[src/rtl/binary_to_bcd_seq.sv]
// Sequential binary-to-BCD converter (shift-and-add-3), one result bit per cycle.
// A conversion takes WIDTH shift cycles plus one DONE cycle; results are held until the next DONE.
module binary_to_bcd_seq #(
  parameter int unsigned WIDTH  = 8,
  parameter int unsigned DIGITS = 3
) (
  input  logic                  clk,
  input  logic                  rst,
  input  logic                  start,
  input  logic [WIDTH-1:0]      binary_in,
  output logic                  ready,
  output logic                  valid,
  output logic [4*DIGITS-1:0]   bcd_out,
  output logic                  overflow
);

  localparam int unsigned BCD_W = 4 * DIGITS;
  localparam int unsigned CNT_W = $clog2(WIDTH + 1);

  typedef enum logic [1:0] {
    S_IDLE  = 2'd0,
    S_SHIFT = 2'd1,
    S_DONE  = 2'd2
  } state_t;

  state_t             state_q, state_d;
  logic [WIDTH-1:0]   sr_q, sr_d;
  logic [BCD_W-1:0]   scr_q, scr_d;
  logic [BCD_W-1:0]   scr_adj;
  logic               ovf_s_q, ovf_s_d;
  logic [CNT_W-1:0]   cnt_q, cnt_d;
  logic               ready_q, ready_d;
  logic               valid_q, valid_d;
  logic [BCD_W-1:0]   bcd_q, bcd_d;
  logic               ovf_q, ovf_d;

  // Add-3 correction: every scratch digit >= 5 is bumped before the shift
  always_comb begin
    scr_adj = scr_q;
    for (int i = 0; i < int'(DIGITS); i++) begin
      if (scr_q[4*i +: 4] >= 4'd5) begin
        scr_adj[4*i +: 4] = scr_q[4*i +: 4] + 4'd3;
      end
    end
  end

  // Next-state and registered-output logic
  always_comb begin
    state_d = state_q;
    sr_d    = sr_q;
    scr_d   = scr_q;
    ovf_s_d = ovf_s_q;
    cnt_d   = cnt_q;
    bcd_d   = bcd_q;
    ovf_d   = ovf_q;
    valid_d = 1'b0;

    case (state_q)
      S_IDLE: begin
        if (start) begin
          sr_d    = binary_in;
          scr_d   = '0;
          ovf_s_d = 1'b0;
          cnt_d   = CNT_W'(WIDTH);
          state_d = S_SHIFT;
        end
      end
      S_SHIFT: begin
        // The bit leaving the top digit represents 10^DIGITS: it is dropped and remembered
        scr_d   = {scr_adj[BCD_W-2:0], sr_q[WIDTH-1]};
        sr_d    = sr_q << 1;
        ovf_s_d = ovf_s_q | scr_adj[BCD_W-1];
        cnt_d   = cnt_q - CNT_W'(1);
        if (cnt_q == CNT_W'(1)) begin
          // Results are loaded on entry to DONE so they appear together with valid
          state_d = S_DONE;
          bcd_d   = scr_d;
          ovf_d   = ovf_s_d;
          valid_d = 1'b1;
        end
      end
      S_DONE: begin
        state_d = S_IDLE;
      end
      default: begin
        state_d = S_IDLE;
      end
    endcase

    ready_d = (state_d == S_IDLE);
  end

  // State and output registers with synchronous reset
  always_ff @(posedge clk) begin
    if (rst) begin
      state_q <= S_IDLE;
      sr_q    <= '0;
      scr_q   <= '0;
      ovf_s_q <= 1'b0;
      cnt_q   <= '0;
      ready_q <= 1'b1;
      valid_q <= 1'b0;
      bcd_q   <= '0;
      ovf_q   <= 1'b0;
    end else begin
      state_q <= state_d;
      sr_q    <= sr_d;
      scr_q   <= scr_d;
      ovf_s_q <= ovf_s_d;
      cnt_q   <= cnt_d;
      ready_q <= ready_d;
      valid_q <= valid_d;
      bcd_q   <= bcd_d;
      ovf_q   <= ovf_d;
    end
  end

  assign ready    = ready_q;
  assign valid    = valid_q;
  assign bcd_out  = bcd_q;
  assign overflow = ovf_q;

endmodule
[config.mk]
export PLATFORM = sky130hd
export DESIGN_NAME = binary_to_bcd_seq
export DESIGN_NICKNAME = d
export VERILOG_FILES = /design/src/rtl/binary_to_bcd_seq.sv
export SDC_FILE = /design/constraint.sdc
export NUM_CORES = 1
export LEC_CHECK = 0
export ABC_CLOCK_PERIOD_IN_PS = 2600
export BUFFER_PORTS_ARGS = -buffer_cell sky130_fd_sc_hd__buf_2
export CAP_MARGIN = 40
export CORE_MARGIN = 5
export CORE_UTILIZATION = 45
export CTS_BUF_LIST = sky130_fd_sc_hd__clkbuf_4 sky130_fd_sc_hd__clkbuf_8
export DETAILED_ROUTE_END_ITERATION = 10
export GPL_ROUTABILITY_DRIVEN = 1
export GPL_TIMING_DRIVEN = 0
export PLACE_DENSITY = 0.68
export SETUP_SLACK_MARGIN = 0.02
export SLEW_MARGIN = 40
export SYNTH_ARGS = -nofsm -noshare
export SYNTH_HDL_FRONTEND = slang
export SYNTH_SLANG_ARGS = --single-unit
[constraint.sdc]
create_clock -name clk -period 2.6 [get_ports clk]
set_clock_uncertainty 0.15 [all_clocks]
set_input_delay 0.13 -clock clk [delete_from_list [all_inputs] [get_ports clk]]
set_output_delay 0.13 -clock clk [all_outputs]
set_load 0.02 [all_outputs]
==> qor.yml <==
status: "complete, no violations"
area_delta_synth_final_pct: 14.8
yosysMostFrequentCell: "dfxtp_1"
finalSetupViolCount: 0
routed_wl_um: 4270
reg2reg_setup_slack_ns: 0.86
synth.net_count: 245
tns_ns: 0
cp_max_fo: 5
antenna_found_initial: 0
cts_buffers: 5
dieArea_um2: 5770
avgSynthCellArea_um2: 8.66
cts.clk_slew.worst_paths_ns: 0.07
synth_area_leaders: "dfxtp_1 43%, nor2_1 6.5%, a21oi_1 5.1%"
post-place-cells: 302
tritoncts: "done"
cts_setup_buffers: 0
fin_hold_ws_ns: 0.0494
grt_pass1_vias: 1603
num_antenna_cells: 0
cts-root-buf: "clkbuf_8"
grt_start_max_net_pins: 13
die_x_um: 76.0
slew_viol_final: 0
yosysUniqueCellTypes: 36
synthCells: 226
port_buffers: 24
p_int_w: 0.000961
drc: 0
dr.pass1.iters: 4
reg2reg_from: "scr_q[0]$_SDFFE_PP0P_"
power.leakage_nw: 0.946
vias: 1640
post_drt_via_cell_ratio: 5.27
clkLatencyLatePin_ns: 0.29
p_switching_w: 0.000335
min_period_ns: 1.74
cp_data_required_time_ns: 2.67
rows: 24
power_frac_seq_pct: 53.1
min_path_type: "primary input to register"
grt_setup_unrepaired: "false"
total_power_w: 0.00130
reg2reg_depth: 6
pwr-share-clk_pct: 34.3
crit_path_start: "scr_q[0]$_SDFFE_PP0P_"
synth_ff_type: "dfxtp_1"
slew_headroom_pct: 59.5
p_comb_share_pct: 12.6
gr-total-overflow: 0
async_flop_share_pct: 0
ys_seq_elements: 42
clock.fmax_mhz: 573
synth_commonest_cells: "42 x dfxtp_1, 34 x nor2_1, 20 x a21oi_1"
gp_congestion: 0.744
cts_resized: 0
swShare_pct: 25.8
worst_slew_pin_slew_ns: 0.607
yosys.area.top_type_share_pct: 42.9
cts_htree_levels: 2
fin_cells: 311
drt_iter0_drc: 81
drtAntennaViolNets: 0
cp.arrival_ns: 1.82
grt_first_pass_wirelength_um: 7380
cts-hold-fix-buffers: 1
wire_per_inst_um: 13.7
cp-start-kind: "register"
synth_top_area_cell: "dfxtp_1"
cts_max_path_buffers: 2
finish.net_count: 277
reg2reg_to: "scr_q[2]$_SDFFE_PP0P_"
maxCapViolCount: 0
ioPinCount: 26
synth_edf_count: 0
endpoint_kind: "register"
die_h_um: 76.0
dpl.hpwl_um: 2980
worstSetupEndpoint: "scr_q[2]$_SDFFE_PP0P_"
path_class: "register to register"
post-route-period-util_pct: 67.1
yosys_warnings: 0
synthesis.area_um2: 1960
power.density_nw_per_um2: 576
final_hold_viol_count: 0
grt_usage_pct: 15.6
ys_seq_area_share_pct: 42.9
drive_gt1_share_pct: 20.5
vdd_drop_max_mv: 0.295
start_util_pct: 45.6
core_um2: 4290
clock-sinks: 42
==> worst min path at each step <==
stage / startpoint / end / slack [ns] / cells past startpoint
finish: rst / bcd_out[1]$_SDFFE_PP0P_ / 0.05 / 3
global route: rst / bcd_out[1]$_SDFFE_PP0P_ / 0.07 / 3
CTS: rst / bcd_out[1]$_SDFFE_PP0P_ / 0.05 / 3
detailed placement: binary_in[0] / sr_q[0]$_SDFFE_PP0P_ / 0.26 / 3
global placement: binary_in[0] / sr_q[0]$_SDFFE_PP0P_ / 0.25 / 3
floorplan: binary_in[0] / sr_q[0]$_SDFFE_PP0P_ / 0.15 / 2
==> layout by cell type (no fill, tap or decap), types with 8 or more instances in the layout <==
master,count
nor3_1,10
inv_1,10
dfxtp_1,42
nor3b_1,12
buf_2,30
ha_1,8
nand2_1,8
a21oi_1,20
o21ai_0,14
nor2_1,34
==> metal layers <==
metal  global-route usage (%)  up-vias  share of wire (%)
li1                         -      849                  -
met1                     19.9      765                 49
met2                     25.3       20                 45
met3                     3.20        6                3.5
met4                     6.41        0                1.8
met5                        0        -                  0
==> sequential cells by signal (all words and copies together), names as in the netlist <==
register and flops:
bcd_out 12, scr_q 12, sr_q 8, cnt_q 4, state_q 2, overflow 1, ovf_s_q 1, ready 1
valid 1
==> stage by stage <==
| step | setup WS (ns) | util (%) | cell area [µm²] |
|---|---|---|---|
| floorplan | 1.00 | - | 1960 |
| global route | 0.727 | 52.4 | 2250 |
| finish | 0.855 | 52.4 | 2250 |
| detailed placement | 0.871 | 49.9 | 2140 |
| global placement | 0.903 | 49.9 | 2140 |
| CTS | 0.852 | 52.4 | 2250 |
==> power groups by stage <==
stage	Combinational [W]	Clock, W	Sequential (W)
6_report	0.000163	0.000444	0.000688
5_1_grt	0.000185	0.000481	0.000693
4_1_cts	0.000164	0.000455	0.000688
3_5_place_dp	0.000162	0	0.000703
3_3_place_gp	0.000160	0	0.000702
2_1_floorplan	0.000113	0	0.000707
==> area by class of cell <==
class,instances,area (µm²)
well taps,52,65.1
clock inverters,1,5.00
plain buffers,11,71.3
flip-flops and latches,42,841
clock buffers,7,90.1
inverters,11,41.3
multi-input cells,162,1000
repair buffers,25,130
fillers,423,2050
==> cell families (layout without fill, tap and decap cells) <==
family	Yosys count	in the layout	synth area share, %
buffers and inverters	22	55	5.75
AND/OR/NAND/NOR	91	91	24.9
AO/OA/AOI/OAI	57	57	18.3
XOR/XNOR	3	3	1.34
adder cells (fa/ha/maj)	8	8	5.11
multiplexers	3	3	1.60
flip-flops	42	42	42.9
==> worst max-delay path, cell delays in order (launching register included) <==
cell and delay, ns:
dfxtp_1 0.34, inv_1 0.09, ha_1 0.24, nand2b_1 0.09, a21oi_1 0.24, mux2_2 0.38
o21ai_0 0.14
Power figures use the tool's default switching activity.
